===== config.mk =====
export PLATFORM = sky130hd
export DESIGN_NAME = rtc_char_formatter_flat
export DESIGN_NICKNAME = d
export VERILOG_FILES = /design/src/rtl/rtc_char_formatter_if.sv /design/src/rtl/rtc_char_formatter.sv /design/src/flat_wrapper.sv
export SDC_FILE = /design/constraint.sdc
export NUM_CORES = 1
export LEC_CHECK = 0
export ABC_CLOCK_PERIOD_IN_PS = 4360
export CORE_MARGIN = 2
export CORE_UTILIZATION = 54
export DETAILED_ROUTE_END_ITERATION = 6
export PLACE_DENSITY_LB_ADDON = 0.2
export SYNTH_ARGS = -nofsm -noshare
export SYNTH_HDL_FRONTEND = slang
export SYNTH_SLANG_ARGS = --single-unit

===== constraint.sdc =====
create_clock -name clk -period 4.36 [get_ports clk]
set_clock_uncertainty 0.15 [all_clocks]
set_input_delay 0.654 -clock clk [delete_from_list [all_inputs] [get_ports clk]]
set_output_delay 0.654 -clock clk [all_outputs]
set_load 0.03 [all_outputs]

===== src/rtl/rtc_char_formatter_if.sv =====
// Character RAM write port: valid/ready, one ASCII character per transfer.
interface rtc_char_formatter_if #(
  parameter int unsigned ADDR_W = 6
) ();
  logic              char_we;
  logic [ADDR_W-1:0] char_addr;
  logic [7:0]        char_data;
  logic              char_ready;

  modport master (
    output char_we,
    output char_addr,
    output char_data,
    input  char_ready
  );

  modport slave (
    input  char_we,
    input  char_addr,
    input  char_data,
    output char_ready
  );
endinterface


===== src/rtl/rtc_char_formatter.sv =====
// RTC display formatter: snapshots BCD time/date/day/timer/ring on refresh and
// streams 28 ASCII characters into the text-mode character RAM.
// Optional macro BLINK_COLON_EN: row-0 colons become spaces on odd seconds.
module rtc_char_formatter #(
  parameter int unsigned ADDR_W    = 6,
  parameter int unsigned ROW_W     = 16,
  parameter int unsigned BASE_ADDR = 0
) (
  input  logic       clk,
  input  logic       reset,
  input  logic       refresh,
  input  logic [7:0] seg,
  input  logic [7:0] min,
  input  logic [7:0] hor,
  input  logic [7:0] dia,
  input  logic [7:0] mes,
  input  logic [7:0] year,
  input  logic [7:0] sd,
  input  logic [7:0] segt,
  input  logic [7:0] mint,
  input  logic [7:0] hort,
  input  logic       ring,
  rtc_char_formatter_if.master char_if,
  output logic       busy,
  output logic       done
);

  typedef enum logic [1:0] {StIdle, StWrite, StDone} state_e;

  typedef struct packed {
    logic [7:0] seg, min, hor, dia, mes, year, sd, segt, mint, hort;
    logic       ring;
  } snap_t;

  localparam logic [4:0] LastIdx = 5'd27;

  state_e            state_q;
  snap_t             snap_q, snap_live;
  logic [4:0]        idx_q, idx_nxt;
  logic              pending_q, busy_q, done_q, we_q, start;
  logic [ADDR_W-1:0] addr_q;
  logic [7:0]        data_q;

  // BCD nibble to ASCII digit; non-decimal nibbles show as '-'.
  function automatic logic [7:0] digit(input logic [3:0] n);
    return (n <= 4'd9) ? (8'h30 + {4'h0, n}) : 8'h2D;
  endfunction

  // Eight-character "AB<sep>CD<sep>EF" field built from three BCD bytes.
  function automatic logic [7:0] fmt8(input logic [2:0] pos, input logic [7:0] a,
                                      input logic [7:0] b, input logic [7:0] c,
                                      input logic [7:0] sep);
    logic [7:0] r;
    r = sep;
    unique case (pos)
      3'd0: r = digit(a[7:4]);
      3'd1: r = digit(a[3:0]);
      3'd3: r = digit(b[7:4]);
      3'd4: r = digit(b[3:0]);
      3'd6: r = digit(c[7:4]);
      3'd7: r = digit(c[3:0]);
      default: r = sep;
    endcase
    return r;
  endfunction

  // Three-letter Spanish day name; out-of-range codes show "---".
  function automatic logic [7:0] day_char(input logic [7:0] d, input logic [1:0] k);
    logic [23:0] name;
    case (d)
      8'd1:    name = "LUN";
      8'd2:    name = "MAR";
      8'd3:    name = "MIE";
      8'd4:    name = "JUE";
      8'd5:    name = "VIE";
      8'd6:    name = "SAB";
      8'd7:    name = "DOM";
      default: name = "---";
    endcase
    case (k)
      2'd0:    return name[23:16];
      2'd1:    return name[15:8];
      default: return name[7:0];
    endcase
  endfunction

  function automatic logic [7:0] char_at(input logic [4:0] idx, input snap_t s);
    logic [7:0] colon;
    logic [7:0] r;
    colon = 8'h3A;
`ifdef BLINK_COLON_EN
    if (s.seg[0]) colon = 8'h20;
`endif
    if (idx < 5'd8)       r = fmt8(idx[2:0], s.hor, s.min, s.seg, colon);
    else if (idx < 5'd16) r = fmt8(3'(idx - 5'd8), s.dia, s.mes, s.year, 8'h2F);
    else if (idx < 5'd19) r = day_char(s.sd, 2'(idx - 5'd16));
    else if (idx < 5'd27) r = fmt8(3'(idx - 5'd19), s.hort, s.mint, s.segt, 8'h3A);
    else                  r = s.ring ? 8'h2A : 8'h20;
    return r;
  endfunction

  // Screen position of each character; wraps silently at 2^ADDR_W.
  function automatic logic [ADDR_W-1:0] addr_at(input logic [4:0] idx);
    logic [31:0] row, col, a;
    if (idx < 5'd8)       begin row = 32'd0; col = 32'(idx); end
    else if (idx < 5'd16) begin row = 32'd1; col = 32'(idx) - 32'd8; end
    else if (idx < 5'd19) begin row = 32'd1; col = 32'(idx) - 32'd7; end
    else if (idx < 5'd27) begin row = 32'd2; col = 32'(idx) - 32'd19; end
    else                  begin row = 32'd2; col = 32'd9; end
    a = BASE_ADDR + row * ROW_W + col;
    return a[ADDR_W-1:0];
  endfunction

  // Live inputs gathered for snapshotting; frame start decision.
  always_comb begin
    snap_live      = '0;
    snap_live.seg  = seg;
    snap_live.min  = min;
    snap_live.hor  = hor;
    snap_live.dia  = dia;
    snap_live.mes  = mes;
    snap_live.year = year;
    snap_live.sd   = sd;
    snap_live.segt = segt;
    snap_live.mint = mint;
    snap_live.hort = hort;
    snap_live.ring = ring;
    idx_nxt        = idx_q + 5'd1;
    start = ((state_q == StIdle) && (refresh || pending_q)) ||
            ((state_q == StDone) && pending_q);
  end

  // Frame FSM with registered write port, busy and done.
  always_ff @(posedge clk or posedge reset) begin
    if (reset) begin
      state_q   <= StIdle;
      snap_q    <= '0;
      idx_q     <= '0;
      pending_q <= 1'b0;
      busy_q    <= 1'b0;
      done_q    <= 1'b0;
      we_q      <= 1'b0;
      addr_q    <= '0;
      data_q    <= '0;
    end else begin
      done_q <= 1'b0;
      if (start) begin
        snap_q    <= snap_live;
        idx_q     <= '0;
        state_q   <= StWrite;
        busy_q    <= 1'b1;
        we_q      <= 1'b1;
        addr_q    <= addr_at(5'd0);
        data_q    <= char_at(5'd0, snap_live);
        // A refresh on the DONE->WRITE edge belongs to the next frame.
        pending_q <= (state_q == StDone) && refresh;
      end else begin
        unique case (state_q)
          StIdle: ;
          StWrite: begin
            if (refresh) pending_q <= 1'b1;
            if (char_if.char_ready) begin
              if (idx_q == LastIdx) begin
                we_q    <= 1'b0;
                done_q  <= 1'b1;
                state_q <= StDone;
              end else begin
                idx_q  <= idx_nxt;
                addr_q <= addr_at(idx_nxt);
                data_q <= char_at(idx_nxt, snap_q);
              end
            end
          end
          StDone: begin
            state_q   <= StIdle;
            busy_q    <= 1'b0;
            pending_q <= refresh;
          end
          default: state_q <= StIdle;
        endcase
      end
    end
  end

  assign char_if.char_we   = we_q;
  assign char_if.char_addr = addr_q;
  assign char_if.char_data = data_q;
  assign busy              = busy_q;
  assign done              = done_q;

endmodule


===== src/flat_wrapper.sv =====
// flat-port wrapper written by rule: the top's interface ports become plain ports
module rtc_char_formatter_flat 
#(
  parameter int unsigned ADDR_W    = 6,
  parameter int unsigned ROW_W     = 16,
  parameter int unsigned BASE_ADDR = 0
)
  (clk, reset, refresh, seg, min, hor, dia, mes, year, sd, segt, mint, hort, ring, busy, done, char_if_char_we, char_if_char_addr, char_if_char_data, char_if_char_ready);
  rtc_char_formatter_if #(.ADDR_W(ADDR_W)) char_if_i ();
  input  logic clk;
  input  logic reset;
  input  logic refresh;
  input  logic [7:0] seg;
  input  logic [7:0] min;
  input  logic [7:0] hor;
  input  logic [7:0] dia;
  input  logic [7:0] mes;
  input  logic [7:0] year;
  input  logic [7:0] sd;
  input  logic [7:0] segt;
  input  logic [7:0] mint;
  input  logic [7:0] hort;
  input  logic ring;
  output logic busy;
  output logic done;
  output wire logic [$bits(char_if_i.char_we)-1:0] char_if_char_we;
  output wire logic [$bits(char_if_i.char_addr)-1:0] char_if_char_addr;
  output wire logic [$bits(char_if_i.char_data)-1:0] char_if_char_data;
  input wire logic [$bits(char_if_i.char_ready)-1:0] char_if_char_ready;
  assign char_if_char_we = char_if_i.char_we;
  assign char_if_char_addr = char_if_i.char_addr;
  assign char_if_char_data = char_if_i.char_data;
  assign char_if_i.char_ready = char_if_char_ready;
  rtc_char_formatter #(.ADDR_W(ADDR_W), .ROW_W(ROW_W), .BASE_ADDR(BASE_ADDR)) u_core (.clk(clk), .reset(reset), .refresh(refresh), .seg(seg), .min(min), .hor(hor), .dia(dia), .mes(mes), .year(year), .sd(sd), .segt(segt), .mint(mint), .hort(hort), .ring(ring), .char_if(char_if_i), .busy(busy), .done(done));
endmodule

; ---- Word level (Yosys, flattened, before mapping)
; Index checks and enable logic that the tools add are counted.
[word_totals]
ff_bits = 106
[op_classes]
addsub = 27
magnitude_cmp = 23
n_eq_ne = 31
mux = 73
reduce_logical = 19
[ops]
columns = cell, count
row1 = $mux W8, 27
row2 = $pmux W23 S7, 1
row3 = $pmux W8 S6, 3
row4 = $add A6 B4 Y7 const A, 19
row5 = $le A4 B4 Y1 const B, 19
row6 = $mux W6, 12
row7 = $eq A8 B3 Y1 const B, 4
row8 = $eq A3 B3 Y1 const B, 9
row9 = $mux W2, 10
row10 = $mux W5, 4
row11 = $eq A8 B2 Y1 const B, 2
row12 = $pmux W8 S2, 1
row13 = $lt A5 B5 Y1 const B, 3
row14 = $mux W1, 12
row15 = $eq A3 B1 Y1 const B, 3
row16 = $eq A3 B2 Y1 const B, 3
row17 = $logic_not A3 Y1, 3
row18 = $reduce_and A3 Y1, 3
row19 = $eq A8 B1 Y1 const B, 1
row20 = $reduce_bool A2 Y1, 4
row21 = $add A6 B6 Y6, 1
row22 = $ne A3 B2 Y1 const B, 2
row23 = $sub A5 B3 Y6 const B, 1
row24 = $sub A5 B4 Y6 const B, 1
row25 = other kinds (19), 25

; ---- Longest topological paths before layout
; Gate-level depths: netlist (run 1).
[logic_depth]
depth_word = 15
mapped_depth = 10

; ---- Least setup slack after synthesis (run 1)
; OpenSTA, ideal clock, no wires.
[synth_path]
path_type = reg-to-reg
from = register u_core.idx_q[0]
to = register u_core.data_q[1], in the netlist u_core.char_if.char_data[1]
setup_ps = 121
arrival_time_ps = 2360
setup_slack_ps = 1728
path_stages_with_launch = 9
n_path_buf = 0
synth_period_minus_slack_ps = 2632
cell_sequence = dfrtp_1 ha_1 ha_1 inv_1 a2111o_1 or4b_4 nor4_2 nor3_1 o22a_1
[synth_between]
elab_chain_cells = 12
[synth_rtl]
columns = element, line
row1 = from (decl), rtc_char_formatter.sv:39  ; logic [4:0] idx_q, idx_nxt;
row2 = from (signal assigned), rtc_char_formatter.sv:168  ; idx_q <= idx_nxt;
row3 = $add A5 B1 Y5, rtc_char_formatter.sv:128  ; idx_nxt = idx_q + 5'd1;
row4 = $sub A3 B2 Y3, rtc_char_formatter.sv:97  ; else if (idx < 5'd27) r = fmt8(3'(idx - 5'd19), s.hort, s.mint, s.segt, 8'h3A);
row5 = "$eq A3 B3 Y1, or another cell as far along", rtc_char_formatter.sv:55  ; unique case (pos)
row6 = $pmux W8 S6, rtc_char_formatter.sv:55
row7 = $mux W8, rtc_char_formatter.sv:97
row8 = $mux W8, rtc_char_formatter.sv:96  ; else if (idx < 5'd19) r = day_char(s.sd, 2'(idx - 5'd16));
row9 = $mux W8, rtc_char_formatter.sv:95  ; else if (idx < 5'd16) r = fmt8(3'(idx - 5'd8), s.dia, s.mes, s.year, 8'h2F);
row10 = $mux W8, rtc_char_formatter.sv:94  ; if (idx < 5'd8) r = fmt8(idx[2:0], s.hor, s.min, s.seg, colon);
row11 = $mux W8, rtc_char_formatter.sv:163  ; if (idx_q == LastIdx) begin
row12 = $mux W8, rtc_char_formatter.sv:162  ; if (char_if.char_ready) begin
row13 = $mux W8, rtc_char_formatter.sv:158  ; unique case (state_q)
row14 = $mux W8, rtc_char_formatter.sv:147  ; if (start) begin
row15 = to (signal assigned), rtc_char_formatter.sv:154  ; data_q <= char_at(5'd0, snap_live);
row16 = to (signal assigned), rtc_char_formatter.sv:170  ; data_q <= char_at(idx_nxt, snap_q);
row17 = to (decl), rtc_char_formatter.sv:42  ; logic [7:0] data_q;
; Several ways; a longest one is shown, not always the timed one. The select of a mux whose other input is x is not followed.
; A chain may end at the register's enable or synchronous reset.

; ---- Final worst setup path (run 1)
; Same ends and word-level chain as after synthesis.

==> results.toml, run 1 <==
[run_status]
status = "complete, no violations"

[sta]
fmax_mhz = 282
layout_min_cycle_time_ps = 3540
finalHoldViolations = 0
rsz0062_at_grt = "no"
setup-violations-final = 0
worst_slew_pin_slew_ps = 1080
slew_headroom_pct = 27.9
slew_viol_final = 0
period_share_pct = 81.2
tns_ps = 0

[layout]
syn2layout_area_growth_pct = 21.9
drive_gt1_share_pct = 4.35
fill_cells = 828
regArea_um2 = 2630
num-nets-final = 897
antennaDiodeCount = 0
multi_input_area_um2 = 3000

[clock_tree]
root_buffer = "clkbuf_8"
postCtsHoldBufs = 0
clk_latency_ps = 400
cts_tree = "yes"
postCtsSetupBuffers = 0
ctsResizeCount = 0
clkTransAtPathRegs_ps = 100
clockBufferDepth = 2
clkSinkCount = 105
numCtsBuffers = 9
cts-htree-levels = 3

[drt]
drt-pass1-iter-count = 6
final_antenna_net_count = 0
num_vias = 5655
wl_per_cell_um = 18.1
wl_met1_um = 7570
top_layer = "met4"
met2_length_um = 7740
post-route-drc-count = 0
met3_wirelength_um = 1360
postRouteWirelength_um = 17000
drt_iter0_drc = 561
post_drt_via_cell_ratio = 6.02

[setup_path]
worstReg2RegEnd = "u_core.char_if.char_data[1]"
critPathRequiredTime_ps = 4500
crit_path_max_fanout = 17
cp-startpoint = "u_core.idx_q[0]"
start_kind = "flip-flop"
worstReg2RegStart = "u_core.idx_q[0]"
setup.worst_path.end_class = "flip-flop"
crit_arrival_ps = 3680
path_class = "flip-flop to flip-flop"
reg2regPathDepth = 8
r2r_slack_ps = 820
cp-endpoint = "u_core.char_if.char_data[1]"

[placement]
gp_congestion = 0.974
dp_hpwl_um = 12500
io_buffers = 100

[global_route]
antenna_found_initial = 0
grt_overflow = 0
grt_pass1_wl_um = 27300
grt_use_total_pct = 30.5
grt_pass1_vias = 5371
grt_max_degree = 90

[synth]
ys_warn_count = 0
avgSynthCellArea_um2 = 8.14
synth_cell_types = 75
syn_inst = 719
synth-edff-count = 0
synth_area_um2 = 5850
ys_seq_area_share_pct = 44.9
synthFlopType = "dfrtp_1"
synth-seq-cells = 105
async_reset_ff_share_pct = 100

[power_and_ir_drop]
p_total_mw = 5.20
power.density_nw_per_um2 = 729
power_leakage_nw = 3.25
max-vdd-ir-drop_mv = 0.673

[floorplanning]
die-height_um = 108
die_w_um = 108
start_util_pct = 56.2
io_pins = 102
row_count = 37
dieArea_um2 = 11700
coreArea_um2 = 10400

[worst_hold_path]
hold_class = "flip-flop to flip-flop"

[flow_run]
max_cap_viol_count = 0
kinds of logic after synthesis:
logic type,Yosys count,share of synthesized area (%)
mux,1,0.171
flops,105,44.9
buf+inv,61,4.24
xor+xnor,6,0.899
fa+ha+maj,14,2.95
compound gates,171,20.0
simple gates,360,26.8
other cells,1,0.0641
synthesized netlist by cell type (5+ instances only):
master,n,area [um^2]
a211oi_1,8,60.1
a21oi_1,28,140
a31oi_1,5,31.3
buf_1,6,22.5
buf_2,6,30.0
clkbuf_1,24,90.1
dfrtp_1,105,2630
ha_1,13,163
inv_1,22,82.6
nand2_1,269,1010
nand2b_1,5,31.3
nand3_1,7,35.0
nand3b_1,5,37.5
nor2_1,25,93.8
nor2b_1,5,31.3
nor3_1,11,55.1
nor3b_1,6,45.0
o211ai_1,8,60.1
o21a_1,18,135
o21ai_0,35,175
o22ai_1,16,100
registers in the layout (all words and copies together) (netlist names):
signal                    count
u_core.idx_q                  5
u_core.done                   1
u_core.char_if.char_we        1
u_core.pending_q              1
u_core.char_if.char_data      7
u_core.state_q                2
u_core.busy                   1
u_core.snap_q                81
u_core.char_if.char_addr      6
cells in the final DEF, fill, tap and decap left out, types with 5 or more instances in the layout:
cell / Yosys / final
nand3_1: 7 / 7
o21a_1: 18 / 17
inv_1: 22 / 21
clkdlybuf4s50_1: 0 / 100
o211ai_1: 8 / 8
nor2_1: 25 / 25
o21ai_0: 35 / 35
a31oi_1: 5 / 5
a211oi_1: 8 / 8
nor2b_1: 5 / 5
dfrtp_1: 105 / 105
nand3b_1: 5 / 5
nor3b_1: 6 / 6
ha_1: 13 / 13
buf_4: 1 / 6
o22ai_1: 16 / 16
a21oi_1: 28 / 28
nand2b_1: 5 / 5
nor3_1: 11 / 11
clkbuf_8: 0 / 9
nand2_1: 269 / 269
critical path, stage by stage, from the launching register on:
cell and delay (ps):
dfrtp_1 660, ha_1 480, ha_1 500, inv_1 310, a2111o_1 290, or4b_4 520
nor4_2 250, nor3_1 70, o22a_1 190
where the power goes:
group          total (mW)  switching, mW  internal (mW)
logic                2.65           1.64           1.00
registers            1.91          0.492           1.42
clock network       0.641          0.368          0.274
metal layers:
layer  global-route usage [%]  up-vias
met5                        0        -
met4                     7.78        0
met3                     8.74       30
met2                     45.9      281
met1                     43.7     2704
li1                         -     2640
layout make-up:
cell class / count / area share [%]
clock buffer: 10 / 1.79
clock inverter: 6 / 1.04
inverter: 23 / 1.25
multi-input combinational: 554 / 42.0
sequential: 105 / 36.8
tap: 136 / 2.39
timing repair buffer: 106 / 14.7
worst min-delay path by stage:
stage / start / end / slack (ps) / cells after the start
after floorplan: u_core.snap_q[45] / u_core.snap_q[45] / 290 / 2
after global placement: u_core.snap_q[32] / u_core.snap_q[32] / 310 / 2
final: u_core.snap_q[33] / u_core.snap_q[33] / 330 / 2
after detailed placement: u_core.snap_q[33] / u_core.snap_q[33] / 310 / 2
after global routing: u_core.busy / u_core.busy / 360 / 1
after CTS: u_core.snap_q[33] / u_core.snap_q[33] / 330 / 2
per-stage QoR:
stage	setup WS, ps	instances	area, um^2	hold WS (ps)	utilization [%]
3_5_place_dp	868	924	6930	309	66.5
4_1_cts	825	940	7130	334	68.5
2_1_floorplan	795	720	5850	287	-
3_3_place_gp	885	924	6930	310	66.5
5_1_grt	611	940	7130	360	68.5
6_report	819	940	7130	328	68.5
Power figures use the tool's default switching activity.
==> run 2, diff against run 1 <==
Settings changed: ABC_CLOCK_PERIOD_IN_PS 4360 to 2900, CORE_UTILIZATION 54 to 48.
Clock period 4.36 ns to 2.9 ns, I/O delays scaled along.
==> run 2 against run 1 <==
  * Critical path depth did not move
  * Cell area is 4.6% higher
  * Core utilization shrank 6.1 points
  * Via count decreased by 2.5%
  * Sequential share of layout area is 1.6 points lower
  * Fmax up 28%
  * Hold slack worse by 3.0 ps
  * First-iteration DRC count shrank 15%
  * Global-route usage fell by 4.2 points
  * Largest cell class unchanged
==> results.toml, run 2 (same netlist as run 1, synthesis figures left out) <==
[run_status]
status = "complete, no violations"

[setup_path]
critPathRequiredTime_ps = 2960
crit_arrival_ps = 2830
start_kind = "flip-flop"
worstReg2RegStart = "u_core.idx_q[0]"
setup.worst_path.end_class = "flip-flop"
reg2regPathDepth = 8
path_class = "flip-flop to flip-flop"
crit_path_max_fanout = 6
worstReg2RegEnd = "u_core.char_if.char_data[4]"
r2r_slack_ps = 130

[drt]
drt-pass1-iter-count = 5
num_vias = 5512
post_drt_via_cell_ratio = 5.67
top_layer = "met4"
wl_met1_um = 8040
final_antenna_net_count = 0
met3_wirelength_um = 837
met2_length_um = 7260
wl_per_cell_um = 16.9
post-route-drc-count = 0
drt_iter0_drc = 477
postRouteWirelength_um = 16400

[clock_tree]
numCtsBuffers = 9
clkSinkCount = 105
clockBufferDepth = 2
clkTransAtPathRegs_ps = 70
root_buffer = "clkbuf_16"
clk_latency_ps = 350
cts-htree-levels = 3
postCtsHoldBufs = 0
ctsResizeCount = 0
postCtsSetupBuffers = 0
cts_tree = "yes"

[layout]
top_register = "u_core.snap_q"
final_common_cell = "nand2_1"
drive_gt1_share_pct = 6.79
syn2layout_area_growth_pct = 27.5
antennaDiodeCount = 0
num-nets-final = 918
largest_register_ffs = 81
fill_cells = 1083
final_cell_mix = "nand2_1, dfrtp_1, clkdlybuf4s50_1"

[floorplanning]
dieArea_um2 = 13100
die_w_um = 114
io_pins = 102
coreArea_um2 = 12000
start_util_pct = 48.9
die-height_um = 114
row_count = 40

[worst_hold_path]
worstHoldStart = "u_core.snap_q[30]"
whs_endpoint = "u_core.snap_q[30]"
min_delay_path_depth = 2
hold_class = "flip-flop to flip-flop"

[sta]
fmax_mhz = 361
worst_slew_pin_slew_ps = 570
slew_headroom_pct = 61.5
period_share_pct = 95.6
finalHoldViolations = 0
rsz0062_at_grt = "no"
layout_min_cycle_time_ps = 2770
tns_ps = 0
fin_hold_ws_ps = 325
slew_viol_final = 0
setup-violations-final = 0

[global_route]
grt_pass1_wl_um = 27000
grt_overflow = 0
antenna_found_initial = 0
grt_use_total_pct = 26.3
grt_pass1_vias = 5315
grt_max_degree = 106

[placement]
io_buffers = 100
gp_congestion = 0.939
dp_hpwl_um = 12400

[flow_run]
max_cap_viol_count = 0

[power_and_ir_drop]
power_leakage_nw = 3.42
max-vdd-ir-drop_mv = 0.475
power.density_nw_per_um2 = 1120
==> run 2: cell types whose count changed in the layout (fill, tap and decap cells not counted), moves of 3 or more <==
cell       change
buf_4         +18
clkbuf_16      +9
clkbuf_8       -6
buf_12         +3
==> run 2: metrics by stage <==
step | utilization, % | worst slack, ps | cells | total power, mW | instance area, um^2
after floorplan | - | 268 | 720 | 5.49 | 5860
after global placement | 59.7 | 201 | 956 | 6.92 | 7140
after CTS | 62.3 | 144 | 972 | 8.33 | 7460
after global routing | 62.3 | 1.27 | 972 | 8.96 | 7460
final | 62.3 | 127 | 972 | 8.32 | 7460
after detailed placement | 59.7 | 147 | 956 | 7.02 | 7140
==> run 2: layout make-up <==
| class | count | area (um^2) | share of cell area, % |
|---|---|---|---|
| Tap cell | 147 | 184 | 2.47 |
| Clock buffer | 13 | 270 | 3.62 |
| Sequential cell | 105 | 2630 | 35.2 |
| Multi-Input combinational cell | 554 | 3000 | 40.2 |
| Clock inverter | 3 | 46.3 | 0.621 |
| Inverter | 23 | 90.1 | 1.21 |
| Timing Repair Buffer | 127 | 1240 | 16.6 |
==> run 2: where the power goes <==
part	total (mW)	leakage (nW)	switching, mW	internal, mW
combinational	4.21	1.97	2.48	1.74
sequential	2.82	1.30	0.684	2.14
clock	1.28	0.152	0.539	0.744
==> run 2: worst max-delay path, stage by stage, from the launching register on <==
cell	delay (ps)
dfrtp_1	390
ha_1	220
ha_1	350
inv_1	220
a2111o_1	290
or4b_4	530
nor3b_1	230
a2bb2oi_1	200
a31oi_1	60
==> run 2: metal layers <==
metal | track usage [%] | up-vias
met1 | 39.0 | 2637
met3 | 4.02 | 25
met4 | 8.86 | 0
met2 | 39.4 | 180
li1 | - | 2670
met5 | 0 | -
==> run 2: worst max path at each step <==
| stage | startpoint | end | depth (start not counted) | slack (ps) |
|---|---|---|---|---|
| after floorplan | u_core.idx_q[0] | u_core.char_if.char_data[1] | 8 | 270 |
| after global placement | u_core.idx_q[0] | u_core.char_if.char_data[1] | 8 | 200 |
| after detailed placement | u_core.idx_q[0] | u_core.char_if.char_data[1] | 8 | 150 |
| after CTS | u_core.idx_q[0] | u_core.char_if.char_data[4] | 8 | 140 |
| after global routing | u_core.idx_q[0] | u_core.char_if.char_data[4] | 8 | 1 |
| final | u_core.idx_q[0] | u_core.char_if.char_data[4] | 8 | 130 |
